### config.mk
export PLATFORM = sky130hd
export DESIGN_NAME = ysyx_22050612_mdu
export DESIGN_NICKNAME = d
export VERILOG_FILES = /design/src/rtl/ysyx_22050612_mdu_pkg.sv /design/src/rtl/ysyx_22050612_mdu_divcore.sv /design/src/rtl/ysyx_22050612_mdu.sv
export SDC_FILE = /design/constraint.sdc
export NUM_CORES = 2
export LEC_CHECK = 0
export BUFFER_PORTS_ARGS = -buffer_cell sky130_fd_sc_hd__buf_2
export CAP_MARGIN = 5
export CORE_UTILIZATION = 40
export CTS_CLUSTER_SIZE = 12
export DETAILED_ROUTE_END_ITERATION = 12
export PLACE_DENSITY = 0.53
export SLEW_MARGIN = 30
export SYNTH_ARGS = -nofsm -noshare
export SYNTH_HDL_FRONTEND = slang
export SYNTH_SLANG_ARGS = --single-unit
### constraint.sdc
create_clock -name clk -period 6.19 [get_ports clk]
set_input_delay 1.238 -clock clk [delete_from_list [all_inputs] [get_ports clk]]
set_output_delay 1.238 -clock clk [all_outputs]
set_load 0.05 [all_outputs]
### src/rtl/ysyx_22050612_mdu_pkg.sv
// Shared types for the RV64M multiply/divide unit: opcodes, FSM states, W-op width.
// No logic; nothing to time.
// Imported by ysyx_22050612_mdu and ysyx_22050612_mdu_divcore.
package ysyx_22050612_mdu_pkg;

    typedef enum logic [3:0] {
        MUL    = 4'd0,
        MULH   = 4'd1,
        MULHSU = 4'd2,
        MULHU  = 4'd3,
        DIV    = 4'd4,
        DIVU   = 4'd5,
        REM    = 4'd6,
        REMU   = 4'd7,
        MULW   = 4'd8,
        DIVW   = 4'd9,
        DIVUW  = 4'd10,
        REMW   = 4'd11,
        REMUW  = 4'd12
    } mdu_op_e;

    typedef enum logic [1:0] {
        IDLE = 2'd0,
        CALC = 2'd1,
        DONE = 2'd2
    } mdu_state_e;

    localparam int MDU_W_LEN = 32;

endpackage

### src/rtl/ysyx_22050612_mdu_divcore.sv
// Unsigned radix-2 restoring shift-subtract divider iteration, shared by all divide ops.
// One quotient bit per step; after N steps quo/rem hold the result (dividend pre-aligned to MSB).
// No handshake: caller issues start once and step per iteration.
// Ports: clk, rst_n (sync, active-low); start loads dividend/divisor; step runs one iteration;
//        quo/rem are the running quotient and partial remainder.
module ysyx_22050612_mdu_divcore #(
    parameter int XLEN = 64
) (
    input  logic            clk,
    input  logic            rst_n,
    input  logic            start,
    input  logic            step,
    input  logic [XLEN-1:0] dividend,
    input  logic [XLEN-1:0] divisor,
    output logic [XLEN-1:0] quo,
    output logic [XLEN-1:0] rem
);

    logic [XLEN-1:0] dvsr_q;
    logic [XLEN:0]   trial;
    logic [XLEN:0]   diff;
    logic            ge;

    // Dividend bits are shifted out of the top of quo while quotient bits enter at the bottom.
    always_comb begin
        trial = {rem, quo[XLEN-1]};
        diff  = trial - {1'b0, dvsr_q};
        ge    = ~diff[XLEN];
    end

    always_ff @(posedge clk) begin
        if (!rst_n) begin
            quo    <= '0;
            rem    <= '0;
            dvsr_q <= '0;
        end else if (start) begin
            quo    <= dividend;
            rem    <= '0;
            dvsr_q <= divisor;
        end else if (step) begin
            quo <= {quo[XLEN-2:0], ge};
            // rem < divisor is invariant, so the difference always fits in XLEN bits.
            rem <= ge ? diff[XLEN-1:0] : trial[XLEN-1:0];
        end
    end

endmodule

### src/rtl/ysyx_22050612_mdu.sv
// Multi-cycle RV64M multiply/divide unit beside the EXU ALU (valid/ready in, valid/ready out).
// Latency: N+1 cycles (N=32 for W ops, XLEN otherwise); div-by-zero/overflow in 1 cycle.
// Backpressure: result held in DONE until out_ready; in_ready only in IDLE; flush aborts.
// Optional macro MDU_FAST_MUL_EN: single-cycle array multiply (multiply ops complete in 1 cycle).
// Ports: clk, rst_n (sync, active-low), flush, in_valid/in_ready/in_op/in_src1/in_src2/in_tag,
//        out_valid/out_ready/out_result/out_tag.
module ysyx_22050612_mdu
    import ysyx_22050612_mdu_pkg::*;
#(
    parameter int XLEN  = 64,
    parameter int TAG_W = 5
) (
    input  logic             clk,
    input  logic             rst_n,
    input  logic             flush,
    input  logic             in_valid,
    output logic             in_ready,
    input  logic [3:0]       in_op,
    input  logic [XLEN-1:0]  in_src1,
    input  logic [XLEN-1:0]  in_src2,
    input  logic [TAG_W-1:0] in_tag,
    output logic             out_valid,
    input  logic             out_ready,
    output logic [XLEN-1:0]  out_result,
    output logic [TAG_W-1:0] out_tag
);

    localparam int CW = $clog2(XLEN + 1);

    function automatic logic [XLEN-1:0] sext32(input logic [31:0] v);
        return XLEN'($signed(v));
    endfunction

    function automatic logic [XLEN-1:0] wfix(input logic [XLEN-1:0] raw, input logic w);
        return w ? sext32(raw[31:0]) : raw;
    endfunction

    function automatic logic [XLEN-1:0] mul_sel(input logic [2*XLEN-1:0] pmag,
                                                input logic neg, input logic hi);
        logic [2*XLEN-1:0] p;
        p = neg ? -pmag : pmag;
        return hi ? p[2*XLEN-1:XLEN] : p[XLEN-1:0];
    endfunction

    mdu_state_e state_q, state_d;
    logic       accept;

    // ---------------- decode ----------------
    mdu_op_e op_d;
    logic    d_mul, d_hi, d_w, d_rem, d_s1, d_s2;

    always_comb begin
        op_d  = (in_op <= 4'(REMUW)) ? mdu_op_e'(in_op) : MUL;
        d_mul = 1'b0; d_hi = 1'b0; d_w = 1'b0; d_rem = 1'b0; d_s1 = 1'b0; d_s2 = 1'b0;
        case (op_d)
            MUL:    d_mul = 1'b1;
            MULH:   begin d_mul = 1'b1; d_hi = 1'b1; d_s1 = 1'b1; d_s2 = 1'b1; end
            MULHSU: begin d_mul = 1'b1; d_hi = 1'b1; d_s1 = 1'b1; end
            MULHU:  begin d_mul = 1'b1; d_hi = 1'b1; end
            DIV:    begin d_s1 = 1'b1; d_s2 = 1'b1; end
            DIVU:   ;
            REM:    begin d_rem = 1'b1; d_s1 = 1'b1; d_s2 = 1'b1; end
            REMU:   d_rem = 1'b1;
            MULW:   begin d_mul = 1'b1; d_w = 1'b1; end
            DIVW:   begin d_w = 1'b1; d_s1 = 1'b1; d_s2 = 1'b1; end
            DIVUW:  d_w = 1'b1;
            REMW:   begin d_w = 1'b1; d_rem = 1'b1; d_s1 = 1'b1; d_s2 = 1'b1; end
            REMUW:  begin d_w = 1'b1; d_rem = 1'b1; end
            default: d_mul = 1'b1;
        endcase
    end

    // ---------------- operand preparation ----------------
    // W ops are widened to XLEN first so one magnitude/sign path serves both widths;
    // the magnitude of a sign-extended 32-bit value still fits in 32 bits.
    logic [XLEN-1:0] opa, opb, mag1, mag2;
    logic            neg1, neg2, div0, ovf, fast_mul, fast_go;
    logic [XLEN-1:0] fast_raw;

    always_comb begin
        opa  = d_w ? (d_s1 ? sext32(in_src1[31:0]) : XLEN'(in_src1[31:0])) : in_src1;
        opb  = d_w ? (d_s2 ? sext32(in_src2[31:0]) : XLEN'(in_src2[31:0])) : in_src2;
        neg1 = d_s1 & opa[XLEN-1];
        neg2 = d_s2 & opb[XLEN-1];
        mag1 = neg1 ? -opa : opa;
        mag2 = neg2 ? -opb : opb;
        div0 = ~d_mul & (opb == '0);
        ovf  = ~d_mul & d_s1 &
               (d_w ? ((in_src1[31:0] == 32'h8000_0000) & (in_src2[31:0] == '1))
                    : ((in_src1 == {1'b1, {(XLEN-1){1'b0}}}) & (in_src2 == '1)));
    end

`ifdef MDU_FAST_MUL_EN
    logic [2*XLEN-1:0] prod_fast;
    assign prod_fast = (2*XLEN)'(mag1) * (2*XLEN)'(mag2);
    assign fast_mul  = d_mul;
`else
    assign fast_mul  = 1'b0;
`endif

    assign fast_go = div0 | ovf | fast_mul;

    always_comb begin
        fast_raw = '0;
        if (div0)
            fast_raw = d_rem ? opa : '1;
        else if (ovf)
            fast_raw = d_rem ? '0 : opa;
`ifdef MDU_FAST_MUL_EN
        else if (d_mul)
            fast_raw = mul_sel(prod_fast, neg1 ^ neg2, d_hi);
`endif
    end

    // ---------------- datapath state ----------------
    logic [CW-1:0]     cnt_q;
    logic [2*XLEN-1:0] acc_q, mcand_q;
    logic [XLEN-1:0]   mplier_q, fast_res_q;
    logic [TAG_W-1:0]  tag_q;
    logic              mul_q, hi_q, w_q, rem_op_q, neg_q, neg1_q, fast_q;
    logic [XLEN-1:0]   dquo, drem;

    always_ff @(posedge clk) begin
        if (!rst_n) begin
            cnt_q      <= '0;
            acc_q      <= '0;
            mcand_q    <= '0;
            mplier_q   <= '0;
            fast_res_q <= '0;
            tag_q      <= '0;
            mul_q      <= 1'b0;
            hi_q       <= 1'b0;
            w_q        <= 1'b0;
            rem_op_q   <= 1'b0;
            neg_q      <= 1'b0;
            neg1_q     <= 1'b0;
            fast_q     <= 1'b0;
        end else if (accept) begin
            cnt_q      <= d_w ? CW'(MDU_W_LEN) : CW'(XLEN);
            acc_q      <= '0;
            mcand_q    <= (2*XLEN)'(mag1);
            mplier_q   <= mag2;
            fast_res_q <= wfix(fast_raw, d_w);
            tag_q      <= in_tag;
            mul_q      <= d_mul;
            hi_q       <= d_hi;
            w_q        <= d_w;
            rem_op_q   <= d_rem;
            neg_q      <= neg1 ^ neg2;
            neg1_q     <= neg1;
            fast_q     <= fast_go;
        end else if (state_q == CALC) begin
            cnt_q <= cnt_q - CW'(1);
            if (mul_q) begin
                if (mplier_q[0])
                    acc_q <= acc_q + mcand_q;
                mcand_q  <= mcand_q << 1;
                mplier_q <= mplier_q >> 1;
            end
        end
    end

    // W-op dividends are pre-shifted so the divider always consumes from its MSB.
    ysyx_22050612_mdu_divcore #(.XLEN(XLEN)) u_divcore (
        .clk      (clk),
        .rst_n    (rst_n),
        .start    (accept),
        .step     ((state_q == CALC) & ~mul_q),
        .dividend (d_w ? (mag1 << (XLEN - MDU_W_LEN)) : mag1),
        .divisor  (mag2),
        .quo      (dquo),
        .rem      (drem)
    );

    logic [XLEN-1:0] calc_raw, final_res;

    always_comb begin
        if (mul_q)
            calc_raw = mul_sel(acc_q, neg_q, hi_q);
        else if (rem_op_q)
            calc_raw = neg1_q ? -drem : drem;
        else
            calc_raw = neg_q ? -dquo : dquo;
        final_res = fast_q ? fast_res_q : wfix(calc_raw, w_q);
    end

    // ---------------- FSM ----------------
    assign accept = in_valid & in_ready & ~flush;

    always_ff @(posedge clk) begin
        if (!rst_n)
            state_q <= IDLE;
        else
            state_q <= state_d;
    end

    always_comb begin
        state_d = state_q;
        if (flush)
            state_d = IDLE;
        else begin
            case (state_q)
                IDLE:    if (accept) state_d = fast_go ? DONE : CALC;
                CALC:    if (cnt_q == CW'(1)) state_d = DONE;
                DONE:    if (out_ready) state_d = IDLE;
                default: state_d = IDLE;
            endcase
        end
    end

    always_comb begin
        in_ready   = (state_q == IDLE) & rst_n;
        out_valid  = (state_q == DONE);
        out_result = out_valid ? final_res : '0;
        out_tag    = out_valid ? tag_q : '0;
    end

endmodule

==> results.md <==
- Outcome: complete, no violations
- Syn Nets: 7157
- FF-to-FF setup slack: 1.19 ns
- Setup crit end kind: primary output
- Die X-Extent: 347 um
- Starting density of the core: 40.4%
- CP required: 4.95 ns
- CTS tree: yes
- Share of layout cells above drive strength 1: 10.1%
- Fmax: 0.165 GHz
- Yosys warning count: 0
- Vias: 52500
- Worst Hold Class: reg -> reg
- Core Region: 118000 um^2
- Worst-margin pin slew: 1.12 ns
- Asr flop ratio synth: 0%
- Cell count after synthesis: 6814
- Relative slew slack: 24.7%
- # setup viols final: 0
- Number of global-route vias before repair: 48600
- Final non-filler cell total: 8423
- Htree depth: 3
- Worst R2R Path Depth: 13
- Post-place setup slack: 0.329 ns
- Chip height: 347 um
- 1st-iter DRT viols: 5522
- Nets: 7167
- Initial DRT Pass Iterations: 6
- GR peak layer: met2
- Tmin final: 6.07 ns
- GR Util met2: 58.0%
- Main synth FF type: dfxtp_1
- Yosys reg bits: 597
- Clock Latency Late Sink: 0.70 ns
- Via-per-instance ratio: 6.23
- # DRC: 0
- Seq/Total Area, Yosys: 25.1%
- WL per Instance: 27.2 um
- Row count: 126
- M3 GR Usage: 5.26%
- Largest net degree at the start of global routing: 162
- Netlist Area Pre-Place: 47700 um^2
- Initial antenna violation count: 13
- Pins over their slew limit: 0
- CTS root buffer: clkbuf_16
- Routed WL: 229000 um
- Worst Setup EP: out_result[24]
- Worst path arrival time: 4.83 ns
- Crit path max fanout: 6
- Gpl congestion: 1.05
- Total clock sinks: 597
- Global Route Usage Sum: 36.7%
- Leak: 0.0217 uW
- Syn_area_per_cell: 7.00 um^2
- CP Class: reg -> out
- Type of element launching the critical path: flop
- CP startpoint: acc_q[1]
- Final Util: 45.2%
- Post-synth EDFFs: 0
- Worst vdd rail ir drop: 0.205 mV
- Final TNS setup: 0 ns
- Cell count after placement: 8277
- Yosys cell types: 90
- Dpl hpwl: 178000 um
- Layout Skew: 0.0292 ns
- Worst reg2reg startpoint: acc_q[49]
- CTS Buf Count: 77
- Hold Vio Cnt, Final: 0
- R2r endpoint: acc_q[123]
- Final worst hold slack: 0.451 ns
- Die area: 121000 um^2
- Layout area overhead: 12.0%
- Global-route wire length before repair: 333000 um
- Clock transition at the registers of the reported paths: 0.06 ns
- Grt total ovfl: 0
- Period utilization: 98.0%
- Power per Cell Area: 214 nW/um^2
- CTS Buffer Depth: 3
- Post-route setup slack: 0.122 ns
- # port buffers: 212
- GR Layer Usage met1: 45.8%
- # IOs: 213
- Max-cap violations: 0
- Antenna violation net count after detailed routing: 0
-- routing by layer --
layer | wire length (um) | vias up
met5 | 63 | -
met4 | 18500 | 10
met3 | 16000 | 568
met2 | 102000 | 2249
met1 | 92800 | 25000
li1 | - | 24600
-- synthesized netlist by cell type, types with 31 or more instances --
| cell type | count | area [um^2] |
|---|---|---|
| inv_1 | 162 | 608 |
| or2_2 | 31 | 194 |
| a21o_1 | 86 | 646 |
| nand2b_1 | 39 | 244 |
| a21oi_1 | 653 | 3270 |
| or3_1 | 80 | 500 |
| nor2_1 | 551 | 2070 |
| o21ai_0 | 502 | 2510 |
| buf_1 | 43 | 161 |
| o31ai_1 | 110 | 826 |
| and2_1 | 69 | 432 |
| clkbuf_1 | 423 | 1590 |
| nand3_1 | 207 | 1040 |
| o211ai_1 | 47 | 353 |
| dfxtp_1 | 597 | 12000 |
| xor2_1 | 227 | 1990 |
| a31oi_1 | 50 | 313 |
| mux2i_1 | 97 | 971 |
| a211oi_1 | 119 | 893 |
| ha_1 | 199 | 2490 |
| xnor2_1 | 228 | 2000 |
| and3_1 | 87 | 544 |
| o22ai_1 | 129 | 807 |
| nor4_1 | 74 | 463 |
| o21bai_1 | 49 | 368 |
| or4_1 | 51 | 383 |
| nand4_1 | 133 | 832 |
| nand2_1 | 1134 | 4260 |
| o21a_1 | 54 | 405 |
| o41ai_1 | 44 | 385 |
| nor3_1 | 159 | 796 |
-- flip-flops by register name, summed over array words and instances, names as in the netlist --
register          count
neg1_q                1
mul_q                 1
u_divcore.dvsr_q     64
acc_q               128
state_q               2
rem_op_q              1
neg_q                 1
u_divcore.rem        64
fast_res_q           64
u_divcore.quo        64
cnt_q                 7
mcand_q             128
fast_q                1
mplier_q             64
tag_q                 5
w_q                   1
hi_q                  1
-- per-stage QoR --
stage	power [uW]	area (um^2)
global route	11800	53400
floorplan	5660	47700
finish	11400	53400
CTS	11400	53200
detailed placement	6650	50500
global placement	6650	50500
-- worst min-delay path by stage --
stage	slack [ns]	end	depth (start not counted)	start
final	0.45	u_divcore.dvsr_q[63]	1	u_divcore.dvsr_q[63]
after global routing	0.46	u_divcore.dvsr_q[63]	1	u_divcore.dvsr_q[63]
after CTS	0.45	fast_res_q[29]	2	fast_res_q[29]
after detailed placement	0.44	fast_res_q[29]	2	fast_res_q[29]
after global placement	0.43	fast_res_q[16]	2	fast_res_q[16]
after floorplan	0.42	fast_res_q[16]	2	fast_res_q[16]
-- power breakdown --
| part | leakage [uW] | switching, uW | total, uW | internal [uW] |
|---|---|---|---|---|
| sequential | 0.00484 | 158 | 4120 | 3960 |
| clock | 0.00127 | 2020 | 4770 | 2750 |
| combinational | 0.0156 | 1710 | 2540 | 825 |
-- final cells by class --
type                    count  area (um^2)
diodes                      4         10.0
clock buffers              98         2150
clock inverters            40          433
fillers                 12400        64700
inverters                 163          612
multi-input cells        5579        33700
flip-flops and latches    597        12000
well taps                1536         1920
repair buffers            406         2630
-- kinds of logic after synthesis --
group / count (synthesis) / synth area share (%)
flip-flops: 597 / 25.1
XOR/XNOR: 455 / 8.36
AO/OA/AOI/OAI: 2110 / 27.8
AND/OR/NAND/NOR: 2711 / 26.2
multiplexers: 102 / 2.23
adder cells (fa/ha/maj): 201 / 5.31
buffers and inverters: 638 / 5.09
-- cell usage in the layout (no fill, tap or decap), drive strengths merged, types with 100 or more instances in the layout --
cell type,netlist,layout
buf,52,404
o22ai,129,129
clkbuf,423,100
nor2,552,552
nand2,1134,1134
nand3,207,207
o31ai,110,110
inv,163,166
nor3,159,159
xnor2,228,228
nand4,133,133
dfxtp,597,597
xor2,227,227
ha,199,199
o21ai,504,504
a21oi,683,683
a211oi,119,119
-- timing repair --
action                     4_1_cts  5_1_grt
pin swaps                        3        5
hold buffers                     0        0
gates resized for setup         16       38
buffers inserted                 2        2
setup endpoints to repair       50       45
-- worst max-delay path, stage by stage, from the launching register on --
cell and delay, ns:
dfxtp_1 0.36, inv_1 0.12, ha_1 0.16, or3b_2 0.50, nor3_1 0.15, buf_4 0.17
nand4_1 0.21, buf_4 0.25, nor4_1 0.27, nand3_1 0.17, nor4_2 0.38, a21oi_1 0.11
o21ai_0 0.24, a211oi_1 0.16, buf_4 0.25, nor3_1 0.29, buf_2 0.34
Note: power is estimated with default switching activity, not from simulation.
